`src/rtl/shr_iter.sv`:
```
// Iterative G.729 shr(var1,var2): arithmetic right shift for positive counts,
// saturating left shift for negative counts, one bit position per clock.
module shr_iter (
  input  logic        clk_i,
  input  logic        rst_i,
  input  logic        start_i,
  input  logic [15:0] var1_i,
  input  logic [15:0] var2_i,
  output logic        busy_o,
  output logic        done_o,
  output logic [15:0] result_o,
  output logic        overflow_o
);

  localparam int unsigned DW = 16;
  localparam int unsigned CW = 5;

  localparam logic [1:0] IDLE    = 2'd0;
  localparam logic [1:0] SHIFT_R = 2'd1;
  localparam logic [1:0] SHIFT_L = 2'd2;
  localparam logic [1:0] DONE    = 2'd3;

  logic [1:0]    state_q, state_d;
  logic [DW-1:0] work_q, work_d;
  logic [CW-1:0] cnt_q, cnt_d;
  logic          ovf_q, ovf_d;
  logic          busy_q, busy_d;
  logic          done_q, done_d;
  logic [DW-1:0] result_q, result_d;
  logic [DW-1:0] mag_c;

  // Magnitude of a negative count; 0x8000 stays 0x8000 and clamps to 16 below.
  assign mag_c = DW'(~var2_i + 16'd1);

  always_ff @(posedge clk_i or posedge rst_i) begin
    if (rst_i) begin
      state_q  <= IDLE;
      work_q   <= '0;
      cnt_q    <= '0;
      ovf_q    <= 1'b0;
      busy_q   <= 1'b0;
      done_q   <= 1'b0;
      result_q <= '0;
    end else begin
      state_q  <= state_d;
      work_q   <= work_d;
      cnt_q    <= cnt_d;
      ovf_q    <= ovf_d;
      busy_q   <= busy_d;
      done_q   <= done_d;
      result_q <= result_d;
    end
  end

  always_comb begin
    state_d  = state_q;
    work_d   = work_q;
    cnt_d    = cnt_q;
    ovf_d    = ovf_q;
    busy_d   = busy_q;
    done_d   = 1'b0;
    result_d = result_q;
    case (state_q)
      IDLE: begin
        if (start_i) begin
          work_d = var1_i;
          ovf_d  = 1'b0;
          busy_d = 1'b1;
          if (!var2_i[DW-1]) begin
            cnt_d   = (var2_i > 16'd15) ? 5'd15 : var2_i[CW-1:0];
            state_d = SHIFT_R;
          end else begin
            cnt_d   = (mag_c > 16'd16) ? 5'd16 : mag_c[CW-1:0];
            state_d = SHIFT_L;
          end
        end
      end
      SHIFT_R: begin
        if (cnt_q != '0) begin
          work_d = {work_q[DW-1], work_q[DW-1:1]};
          cnt_d  = cnt_q - 5'd1;
        end else begin
          state_d  = DONE;
          busy_d   = 1'b0;
          done_d   = 1'b1;
          result_d = work_q;
        end
      end
      SHIFT_L: begin
        if (cnt_q != '0) begin
          cnt_d = cnt_q - 5'd1;
          // Sign bit is unchanged until saturation, so it still gives var1's sign.
          if (ovf_q) begin
            work_d = work_q;
          end else if (work_q[DW-1] != work_q[DW-2]) begin
            ovf_d  = 1'b1;
            work_d = work_q[DW-1] ? 16'h8000 : 16'h7FFF;
          end else begin
            work_d = {work_q[DW-2:0], 1'b0};
          end
        end else begin
          state_d  = DONE;
          busy_d   = 1'b0;
          done_d   = 1'b1;
          result_d = work_q;
        end
      end
      default: begin
        state_d = IDLE;
      end
    endcase
  end

  assign busy_o     = busy_q;
  assign done_o     = done_q;
  assign result_o   = result_q;
  assign overflow_o = ovf_q;

endmodule

```
`config.mk`:
```
export PLATFORM = sky130hd
export DESIGN_NAME = shr_iter
export DESIGN_NICKNAME = d
export VERILOG_FILES = /design/src/rtl/shr_iter.sv
export SDC_FILE = /design/constraint.sdc
export NUM_CORES = 1
export LEC_CHECK = 0
export ABC_CLOCK_PERIOD_IN_PS = 2750
export BUFFER_PORTS_ARGS = -buffer_cell sky130_fd_sc_hd__buf_2
export CORE_ASPECT_RATIO = 1.5
export CORE_MARGIN = 3
export CORE_UTILIZATION = 45
export DETAILED_ROUTE_END_ITERATION = 8
export PLACE_DENSITY = 0.68
export SETUP_SLACK_MARGIN = 0.02
export SLEW_MARGIN = 20
export SYNTH_ARGS = -nofsm -noshare
export SYNTH_HDL_FRONTEND = slang
export SYNTH_SLANG_ARGS = --single-unit
```
`constraint.sdc`:
```
create_clock -name clk_i -period 2.75 [get_ports clk_i]
set_clock_uncertainty 0.2 [all_clocks]
set_input_delay 0.4125 -clock clk_i [delete_from_list [all_inputs] [get_ports clk_i]]
set_output_delay 0.4125 -clock clk_i [all_outputs]
set_load 0.02 [all_outputs]
```
* Yosys cells after proc, flatten, opt, wreduce, memory -nomap -nowiden
Cells that the tools add are included.
** Storage, ports and cells
- Flip-flop bits (word level) :: 42
- Input port bits :: 35
- Output and inout port bits :: 19
** Operators by class
- Add/sub/neg operators :: 2
- Magnitude comparators :: 2
- Equal/unequal tests :: 9
- Mux-type cells :: 27
- Bitwise logic cells :: 3
- Reduce and logical (&&, ||, !) cells :: 13
** Operators with widths (number)
- 16-bit 2-to-1 mux :: 5
- 16-bit one-hot mux with 3 select lines :: 1
- 5-bit 2-to-1 mux :: 5
- 16-bit by 1-bit adder with 16-bit output (second input constant) :: 1
- 16-bit by 4-bit > comparator with 1-bit output (second input constant) :: 1
- 16-bit by 5-bit > comparator with 1-bit output (second input constant) :: 1
- 16-bit inverter :: 1
- 15-bit 2-to-1 mux :: 1
- 2-bit inequality test (second input constant) :: 5
- 5-bit one-hot mux with 2 select lines :: 1
- 5-bit AND reduction :: 2
- 3-bit AND reduction :: 3
- 1-bit 2-to-1 mux :: 8
- 2-bit 2-to-1 mux :: 3
- 5-bit nonzero test :: 1
- 5-bit by 1-bit subtractor with 5-bit output (second input constant) :: 1
- 1-bit one-hot mux with 2 select lines :: 2
- 2-bit one-hot mux with 2 select lines :: 1
- 2-bit AND reduction :: 2
- 2-bit nonzero test :: 2
- 3-bit nonzero test :: 1
- 2-bit by 1-bit == test with 1-bit output (second input constant) :: 1
- 2-bit == test (second input constant) :: 1
- 2-bit zero test :: 1
- other kinds (4) :: 5

* Longest topological paths before layout
Gate-level depths: netlist of the first run.
- Depth in word-level cells :: 7
- Mapped depth :: 9
- Mapped depth without buffers :: 8

* Least setup slack after synthesis of the first run
Ideal clock, no wire load.
- Kind :: input -> register
- Start point :: in var2_i[1]
- End point :: reg cnt_q[4]
- Library setup time :: 0.124 ns
- Data arrival time :: 2.422 ns
- Required time :: 2.426 ns
- Slack :: 0.004 ns
- Cell stages on the path :: 7
- Buffers on the path :: 1
- Cells stage by stage :: or4_1 -> buf_2 -> or3_1 -> o31a_1 -> a2111oi_4 -> nand3_2 -> o31a_1
** Between the ends
- Word-level cells in the longest chain between the ends :: 7
** RTL lines
- from (decl) :: RTL line 8 : input logic [15:0] var2_i,
- 16-bit inverter :: RTL line 33 : assign mag_c = DW'(~var2_i + 16'd1);
- 16-bit by 1-bit adder with 16-bit output :: RTL line 33
- 16-bit by 5-bit > comparator with 1-bit output :: RTL line 73 : cnt_d = (mag_c > 16'd16) ? 5'd16 : mag_c[CW-1:0];
- 5-bit 2-to-1 mux :: RTL line 73
- 5-bit 2-to-1 mux (*) :: RTL line 69 : if (!var2_i[DW-1]) begin
- 5-bit 2-to-1 mux (*) :: RTL line 65 : if (start_i) begin
- 5-bit one-hot mux with 2 select lines (*) :: RTL line 63 : case (state_q)
- to (signal assigned) :: RTL line 47 : cnt_q <= cnt_d;
- to (decl) :: RTL line 25 : logic [CW-1:0] cnt_q, cnt_d;
Every way passes the cells marked *; elsewhere a longest branch is shown, timed or not. The select of a mux whose other input is x is not followed.
A chain may end at the register's enable or synchronous reset.

* Worst setup path after layout of the first run
- Start point :: in var2_i[10]
- End point :: reg cnt_q[4]
Same word-level chain as after synthesis.

==> results.json, run 1 <==
{
  "final_nets": 412,
  "syn_area_sq_um": 2580,
  "irDropWorstVdd_mv": 0.432,
  "synth_top_area_cell": "dfrtp_1",
  "path_cells": "buf_2 -> or4_1 -> or3_1 -> o31a_1 -> a2111oi_4 -> nand3_2 -> o31a_1",
  "pwr-share-seq": 0.326,
  "antenna_found_initial": 0,
  "die_x_microns": 67.9,
  "fp.dieArea_sq_um": 6710,
  "status": "finished, final reports clean",
  "grt_pass1_vias": 2378,
  "cpPeakStageDelay_ns": 0.60,
  "power_frac_comb": 0.564,
  "seqCellArea_sq_um": 1050,
  "area_growth_pct": 21.0,
  "grt_overflow": 0,
  "ios": 54,
  "hold_path_class": "primary input to async pin",
  "post-cts-setup-buffers": 0,
  "post_drt_wl_per_cell_microns": 13.3,
  "clkLatencyLatePin_ns": 0.29,
  "path_buf_inv": 1,
  "switching_share": 0.447,
  "power_density_nw_per_um2": 1100,
  "htree_levels": 2,
  "critPathKind": "primary input to register",
  "async_reset_ff_frac": 1.00,
  "synth_top_flop_cell": "dfrtp_1",
  "ys_types": 41,
  "root_buffer": "clkbuf_8",
  "ctsResizeCount": 0,
  "worst_slew_pin_slew_ns": 0.612,
  "min_period_ns": 2.51,
  "max_slew_margin": 0.588,
  "synthCells": 301,
  "timing.final.ws_setup_ns": 0.236,
  "power_switching_w": 0.00154,
  "final-hold-violation-count": 0,
  "antenna_cells": 0,
  "yosysTopAreaCellShare": 0.407,
  "start_util": 0.467,
  "drtAntennaViolNets": 0,
  "cell_internal_pwr_w": 0.00190,
  "fmax_mhz": 398,
  "wirelength_microns": 5810,
  "p_leak_nw": 1.52,
  "ctsLongestPathBuffers": 2,
  "cp-start-kind": "primary input",
  "core_sq_um": 5530,
  "path_common_cell": "o31a_1",
  "dp_hpwl_microns": 4450,
  "power.share.clock": 0.111,
  "fin_util": 0.565,
  "finalSetupViolCount": 0,
  "grt_pass1_wl_microns": 10100,
  "track_usage": 0.191,
  "route.detailed.drc": 0,
  "gp_congestion": 0.813,
  "p_total_w": 0.00344,
  "viasPerCell": 5.56,
  "io_buffers": 53,
  "syn_nets": 346,
  "layout-drive-gt1-share": 0.268,
  "synth_seq_cells": 42,
  "multiInputGateArea_sq_um": 1420,
  "ctsHoldBuffers": 0,
  "endpoint_kind": "register",
  "cp_slowest_cell": "or4_1",
  "yosysSeqAreaShare": 0.407,
  "syn_avg_cell_area_sq_um": 8.58,
  "cts.sinks": 42,
  "yosys_warnings": 0,
  "required_ns": 2.72,
  "fill_cells": 541,
  "yosys-top-cells-area": "dfrtp_1 41%, mux2_2 6.1%, nand2_1 6.1%",
  "drv_slew": 0,
  "cap_violations": 0,
  "crit_arrival_ns": 2.49,
  "ys_top_cells_by_count": "42 x dfrtp_1, 42 x nand2_1, 28 x nor2_1, 27 x o21ai_0, 18 x o31ai_1",
  "rows": 33,
  "fin_setup_tns_ns": 0,
  "critPathMaxFanout": 4,
  "numCtsBuffers": 5,
  "pre_cts_ws_ns": -0.132,
  "first_pass_iters": 4,
  "cts_tree": "done",
  "vias": 2422,
  "grt_max_degree": 43,
  "rsz0062_at_grt": "false",
  "clkTransAtPathRegs_ns": 0.07,
  "path_delay_family": "simple AND/OR/NAND/NOR gates",
  "synth_edf_count": 0,
  "chipHeight_microns": 98.8,
  "drt_iter0_drc": 155,
  "fin_crit_sh": 0.914
}
==> worst register-to-register path, delay by kind of cell, from the launching register on <==
family / cells / cell delay (ns)
AOI/OAI and AO/OA: 3 / 0.97
adders and majority gates: 1 / 0.20
buffers and inverters: 2 / 0.24
DFF: 1 / 0.41
and+or+nand+nor: 2 / 0.24
==> worst paths after layout <==
kind	slack [ns]	startpoint	end	cells past startpoint
worst max register to register	0.41	cnt_q[0]	work_q[8]	8
worst max-delay path	0.24	var2_i[10]	cnt_q[4]	7
max in group asynchronous	1.94	rst_i	work_q[1]	3
worst min register to register	0.28	result_o[14]	result_o[14]	2
min in group clk_i	0.22	var1_i[7]	work_q[7]	3
worst min-delay path	0.04	rst_i	result_o[13]	3
==> sequential cells by signal, summed over array words and instances, names as in the netlist <==
name        count
busy_o          1
done_o          1
work_q         16
overflow_o      1
state_q         2
result_o       16
cnt_q           5
==> cells in the final DEF (no fill, tap or decap), types with 12 or more instances in the layout <==
cell     netlist  final
mux2_2        14     14
buf_2          1     53
o31ai_1       18     18
buf_4          0     21
dfrtp_1       42     42
inv_1         17     17
nor2_1        28     28
and3_1        12     12
nand2_1       42     42
o21ai_0       27     27
a21oi_1       15     15
==> final cells by class <==
class / instances / share of cell area
inverters: 17 / 0.0204
well taps: 70 / 0.0280
multi-input cells: 227 / 0.454
repair buffers: 74 / 0.135
clock buffers: 6 / 0.0264
flip-flops and latches: 42 / 0.336
==> logic make-up (layout without fill, tap and decap cells) <==
| logic type | after synthesis | count (layout) | synth area share |
|---|---|---|---|
| compound gates | 81 | 81 | 0.204 |
| xor+xnor | 2 | 2 | 0.00678 |
| fa+ha+maj | 10 | 10 | 0.0484 |
| buf+inv | 32 | 97 | 0.0470 |
| flops | 42 | 42 | 0.407 |
| mux | 15 | 15 | 0.0649 |
| simple gates | 119 | 119 | 0.222 |
==> stage by stage <==
step,cells,hold slack [ns],area [sq um]
4_1_cts,436,0.0659,3120
6_report,436,0.0416,3130
3_5_place_dp,430,0.266,3040
5_1_grt,436,0.0974,3130
3_3_place_gp,430,0.262,3040
2_1_floorplan,301,0.261,2580
==> power by group through the flow <==
stage	registers, W	clock network [W]	logic (W)
6_report	0.00112	0.000381	0.00194
3_5_place_dp	0.00114	0	0.00195
4_1_cts	0.00112	0.000394	0.00196
3_3_place_gp	0.00112	0	0.00192
2_1_floorplan	0.00121	0	0.00134
5_1_grt	0.00116	0.000423	0.00223
==> layer usage <==
metal	track usage	share of wire	wire length (microns)	up-vias
li1	-	-	-	1204
met1	0.195	0.39	2240	1142
met2	0.359	0.54	3150	65
met3	0.0296	0.048	278	11
met4	0.0888	0.024	140	0
met5	0	0	0	-
No activity file was read; power rests on OpenSTA's default activity.
==> run 2: changes to the inputs <==
--- a/config.mk
+++ b/config.mk
@@ -5,13 +5,14 @@
 export SDC_FILE = /design/constraint.sdc
 export NUM_CORES = 1
 export LEC_CHECK = 0
+export ABC_AREA = 1
 export ABC_CLOCK_PERIOD_IN_PS = 2750
 export BUFFER_PORTS_ARGS = -buffer_cell sky130_fd_sc_hd__buf_2
 export CORE_ASPECT_RATIO = 1.5
 export CORE_MARGIN = 3
 export CORE_UTILIZATION = 45
 export DETAILED_ROUTE_END_ITERATION = 8
-export PLACE_DENSITY = 0.68
+export PLACE_DENSITY = 0.67
 export SETUP_SLACK_MARGIN = 0.02
 export SLEW_MARGIN = 20
 export SYNTH_ARGS = -nofsm -noshare
==> run 2 against run 1 <==
Global-route usage increased by 0.40 points. Count of clock-buffer cells in the layout is 1 higher. Flip-flop and latch count is the same. Sequential share of layout area fell by 0.48 points. Register-to-register slack better by 0.11 ns. Die area up 5.9%. Clock power is 9.7% higher. Critical endpoint is now cnt_q[3]. First-iteration DRC count up 17%. Combinational power is 16% higher.
==> results.json, run 2 <==
{
  "endpoint_kind": "register",
  "p_leak_nw": 1.58,
  "top_layer_used": "met4",
  "pre_cts_ws_ns": 0.519,
  "ff2ff_setup_slack_ns": 0.52,
  "syn_avg_cell_area_sq_um": 7.17,
  "numCtsBuffers": 5,
  "htree_levels": 2,
  "clkTransAtPathRegs_ns": 0.08,
  "finalSetupViolCount": 0,
  "vias": 2704,
  "yosysTopAreaCellShare": 0.383,
  "irDropWorstVdd_mv": 0.375,
  "rr_startpoint": "state_q[1]",
  "antenna_found_initial": 0,
  "io_buffers": 53,
  "synth_top_flop_cell": "dfrtp_1",
  "synth-xor-area-share": 0.00638,
  "rr_worst_depth": 11,
  "synth_compound_area_frac": 0.230,
  "post_drt_wl_per_cell_microns": 13.3,
  "async_reset_ff_frac": 1.00,
  "wl_met1_microns": 2680,
  "drtAntennaViolNets": 0,
  "track_usage": 0.195,
  "fmax_mhz": 448,
  "ios": 54,
  "fp.dieArea_sq_um": 7100,
  "area_growth_pct": 15.4,
  "start_util": 0.468,
  "synthMuxAreaShare": 0,
  "route.detailed.drc": 0,
  "critPathMaxFanout": 33,
  "synth_seq_cells": 42,
  "core_sq_um": 5870,
  "first_pass_iters": 4,
  "critPathKind": "register to register",
  "grt_pass1_wl_microns": 11300,
  "gp_congestion": 0.954,
  "max_slew_margin": 0.644,
  "synth_top_area_cell": "dfrtp_1",
  "syn_nets": 428,
  "power_density_nw_per_um2": 1190,
  "worst_slew_pin_slew_ns": 0.533,
  "cp-start-kind": "register",
  "crit_arrival_ns": 2.22,
  "wirelength_microns": 6760,
  "chipHeight_microns": 102,
  "regToRegEndpoint": "cnt_q[3]",
  "rsz0062_at_grt": "false",
  "post-cts-setup-buffers": 0,
  "synth_top_family_by_area": "simple AND/OR/NAND/NOR gates",
  "fin_setup_tns_ns": 0,
  "synthSimpleGateAreaFrac": 0.244,
  "mostFrequentLayoutCell": "nand2_1",
  "wl_met2_microns": 3540,
  "root_buffer": "clkbuf_8",
  "ctsLongestPathBuffers": 2,
  "required_ns": 2.74,
  "fin_crit_sh": 0.811,
  "syn_area_sq_um": 2750,
  "drt_iter0_drc": 181,
  "ctsHoldBuffers": 0,
  "min_period_ns": 2.23,
  "cap_violations": 0,
  "antenna_cells": 0,
  "yosysSeqAreaShare": 0.383,
  "yosys_warnings": 0,
  "ys_types": 33,
  "hold_path_class": "primary input to async pin",
  "ys_top_cells_by_count": "87 x nand2_1, 52 x o21ai_0, 48 x inv_1, 42 x dfrtp_1, 31 x a21oi_1",
  "layout_common_cells": "87 x nand2_1, 53 x buf_2, 52 x o21ai_0",
  "die_x_microns": 69.8,
  "grt_pass1_vias": 2551,
  "final-hold-violation-count": 0,
  "synth-adder-area-share": 0.0455,
  "rows": 34,
  "viasPerCell": 5.33,
  "synthCells": 383,
  "layout-drive-gt1-share": 0.191,
  "final_nets": 479,
  "timing.final.ws_setup_ns": 0.520,
  "synth_most_common_cell": "nand2_1",
  "synth_edf_count": 0,
  "grt_overflow": 0,
  "grt_max_degree": 43,
  "status": "finished, final reports clean",
  "dp_hpwl_microns": 5140,
  "yosys-top-cells-area": "dfrtp_1 38%, nand2_1 12%, o21ai_0 9.5%",
  "drv_slew": 0,
  "cts.sinks": 42,
  "cts_tree": "done",
  "ctsResizeCount": 0,
  "hold-worst-slack_ns": 0.0332,
  "clkLatencyLatePin_ns": 0.30,
  "wl_met3_microns": 319
}
-- run 2: changes by cell type in the layout (fill, tap and decap cells not counted), sizes merged, moves of 12 or more --
cell / previous run / this run
and3: 12 / 0
buf: 74 / 58
o31ai: 18 / 1
inv: 17 / 49
o221ai: 0 / 14
a21oi: 15 / 32
o21ai: 30 / 56
mux2: 14 / 0
nand3: 7 / 19
nand2: 42 / 93
-- run 2: power breakdown --
part / internal [W] / switching, W
logic: 0.000763 / 0.00149
clock network: 0.000203 / 0.000216
registers: 0.000951 / 0.000140
-- run 2: cell families after synthesis --
kind of cell / count (synthesis)
AOI/OAI and AO/OA: 111
xor gates and xnor gates: 2
adders and majority gates: 10
buffers and inverters: 65
DFF: 42
and+or+nand+nor: 153
-- run 2: layer usage --
metal  up-vias  GRT usage
met4         0     0.0811
met2        83      0.369
li1       1370          -
met3        17     0.0268
met1      1234      0.217
met5         -          0
-- run 2: how the worst max path moves through the flow --
stage               start         end  slack, ns  depth (start not counted)
6_report       state_q[1]    cnt_q[3]       0.52                         11
4_1_cts        state_q[0]    cnt_q[3]       0.50                         11
3_5_place_dp   state_q[0]    cnt_q[3]       0.52                         11
5_1_grt        state_q[0]    cnt_q[3]       0.29                         11
3_3_place_gp    var2_i[0]    cnt_q[4]       0.57                         14
2_1_floorplan  work_q[14]  work_q[11]       0.75                          7
-- run 2: stage by stage --
step                cells  utilization  instance area, sq um  total power, W
detailed placement    499        0.525                  3080         0.00337
CTS                   507        0.540                  3170         0.00379
global placement      499        0.525                  3080         0.00332
finish                507        0.540                  3170         0.00376
floorplan             383            -                  2750         0.00279
global route          507        0.540                  3170         0.00414
-- run 2: cell type report --
class / count / area [sq um]
inverters: 51 / 191
repair buffers: 58 / 303
fillers: 589 / 2700
well taps: 72 / 90.1
flip-flops and latches: 42 / 1050
clock buffers: 7 / 86.3
clock inverters: 1 / 5.00
multi-input cells: 276 / 1450
-- run 2: worst max-delay path, stage by stage (launching register included) --
cell      delay (ns)
dfrtp_1         0.40
inv_1           0.09
ha_1            0.30
clkinv_1        0.24
nor2_2          0.21
inv_2           0.21
nand2_2         0.21
inv_1           0.07
nand2_1         0.06
inv_1           0.04
nand2_1         0.05
nand2_1         0.05
==> run 3: changes to the inputs <==
--- a/config.mk
+++ b/config.mk
@@ -6,7 +6,7 @@
 export NUM_CORES = 1
 export LEC_CHECK = 0
 export ABC_AREA = 1
-export ABC_CLOCK_PERIOD_IN_PS = 2750
+export ABC_CLOCK_PERIOD_IN_PS = 2250
 export BUFFER_PORTS_ARGS = -buffer_cell sky130_fd_sc_hd__buf_2
 export CORE_ASPECT_RATIO = 1.5
 export CORE_MARGIN = 3
==> constraint.sdc (replaced) <==
create_clock -name clk_i -period 2.25 [get_ports clk_i]
set_clock_uncertainty 0.2 [all_clocks]
set_input_delay 0.3375 -clock clk_i [delete_from_list [all_inputs] [get_ports clk_i]]
set_output_delay 0.3375 -clock clk_i [all_outputs]
set_load 0.02 [all_outputs]
==> run 3 against run 2 <==
Sequential share of layout area fell by 0.83 points. Final cell count is 1.6% higher. Combinational power increased by 28%. Total power is 27% higher. Count of clock-buffer cells in the layout did not move. Setup slack lost 0.33 ns. Non-clock buffer count rose by 8. Global-route usage increased by 1.3 points. Core utilization rose by 1.4 points. Largest cell class unchanged. Largest power group unchanged.
==> results.json, run 3 (synthesis gave the netlist of run 2 again) <==
{
  "rsz0062_at_grt": "false",
  "layout-drive-gt1-share": 0.201,
  "grt_pass1_vias": 2644,
  "numCtsBuffers": 5,
  "layout_common_cells": "87 x nand2_1, 53 x buf_2, 52 x o21ai_0",
  "drtAntennaViolNets": 0,
  "critPathKind": "register to register",
  "first_pass_iters": 4,
  "start_util": 0.468,
  "cts.sinks": 42,
  "finalSetupViolCount": 0,
  "grt_max_degree": 43,
  "route.detailed.drc": 0,
  "cap_violations": 0,
  "hold_path_class": "primary input to register",
  "chipHeight_microns": 102,
  "antenna_found_initial": 0,
  "clkLatencyLatePin_ns": 0.30,
  "wirelength_microns": 7010,
  "track_usage": 0.208,
  "endpoint_kind": "register",
  "required_ns": 2.27,
  "ctsLongestPathBuffers": 2,
  "ios": 54,
  "power_density_nw_per_um2": 1470,
  "dp_hpwl_microns": 5400,
  "hold-worst-slack_ns": 0.124,
  "post-cts-setup-buffers": 0,
  "crit_arrival_ns": 2.08,
  "fp.dieArea_sq_um": 7100,
  "rr_startpoint": "state_q[0]",
  "io_buffers": 53,
  "cp-endpoint": "work_q[8]",
  "final_nets": 487,
  "irDropWorstVdd_mv": 0.676,
  "fin_crit_sh": 0.915,
  "root_buffer": "clkbuf_8",
  "rr_worst_depth": 10,
  "regToRegEndpoint": "work_q[8]",
  "gp_congestion": 0.948,
  "viasPerCell": 5.18,
  "mostFrequentLayoutCell": "nand2_1",
  "min_period_ns": 2.06,
  "grt_pass1_wl_microns": 12100,
  "antenna_cells": 0,
  "drv_slew": 0,
  "status": "finished, final reports clean",
  "clkTransAtPathRegs_ns": 0.08,
  "crit_start": "state_q[0]",
  "cts_tree": "done",
  "max_slew_margin": 0.640,
  "critPathMaxFanout": 30,
  "vias": 2668,
  "final-hold-violation-count": 0,
  "htree_levels": 2,
  "die_x_microns": 69.8,
  "cp-start-kind": "register",
  "ff2ff_setup_slack_ns": 0.19,
  "fill_cells": 583,
  "drt_iter0_drc": 228,
  "worst_slew_pin_slew_ns": 0.541,
  "p_leak_nw": 1.62,
  "core_sq_um": 5870,
  "fin_setup_tns_ns": 0,
  "rows": 34,
  "fmax_mhz": 486,
  "grt_overflow": 0,
  "area_growth_pct": 18.4,
  "post_drt_wl_per_cell_microns": 13.6
}
-- run 3: report_power, final --
part / total, W / switching, W / internal [W] / leakage [nW]
logic: 0.00287 / 0.00185 / 0.00102 / 1.06
clock network: 0.000593 / 0.000261 / 0.000332 / 0.0524
registers: 0.00133 / 0.000170 / 0.00116 / 0.508
total: 0.00479 / 0.00228 / 0.00252 / 1.62
-- run 3: final cells by class --
class,instances,area [sq um],area share
well taps,72,90.1,0.0277
clock inverters,1,30.0,0.00923
inverters,51,191,0.0588
flip-flops and latches,42,1050,0.323
repair buffers,66,369,0.113
clock buffers,7,76.3,0.0235
multi-input cells,276,1450,0.444
-- run 3: stage by stage --
step / area (sq um) / std cells / utilization / setup slack [ns] / total power [W]
after floorplan: 2750 / 383 / - / 0.252 / 0.00340
after global placement: 3130 / 506 / 0.534 / 0.151 / 0.00414
after detailed placement: 3130 / 506 / 0.534 / 0.113 / 0.00421
after CTS: 3250 / 515 / 0.553 / 0.130 / 0.00482
after global routing: 3250 / 515 / 0.554 / 0.0250 / 0.00531
final: 3250 / 515 / 0.554 / 0.192 / 0.00479
-- run 3: timing repair --
item | 4_1_cts | 5_1_grt
setup endpoints to repair | 0 | 14
endpoints found under the hold margin | 42 | 0
gates resized for setup | 0 | 1
hold buffers | 1 | 0
-- run 3: worst min path at each step --
stage,startpoint,cells past startpoint,to
detailed placement,result_o[3],2,result_o[3]
finish,var1_i[5],3,work_q[5]
global route,var1_i[4],3,work_q[4]
floorplan,cnt_q[1],2,cnt_q[1]
global placement,result_o[3],2,result_o[3]
CTS,var1_i[12],3,work_q[12]
-- run 3: per-layer routing --
metal  vias up  GRT usage  part of all wire
met3         8     0.0218             0.042
li1       1385          -                 -
met2        75      0.400              0.55
met1      1200      0.236              0.39
met5         -          0                 0
met4         0     0.0723             0.016
-- run 3: critical path, cell delays in order, from the launching register on --
cell and delay (ns):
dfrtp_1 0.39, inv_1 0.09, ha_1 0.24, inv_1 0.09, nor2_1 0.05, a21oi_1 0.16
nand4_1 0.18, nand2_1 0.11, buf_6 0.21, o221ai_1 0.16, o21ai_0 0.10
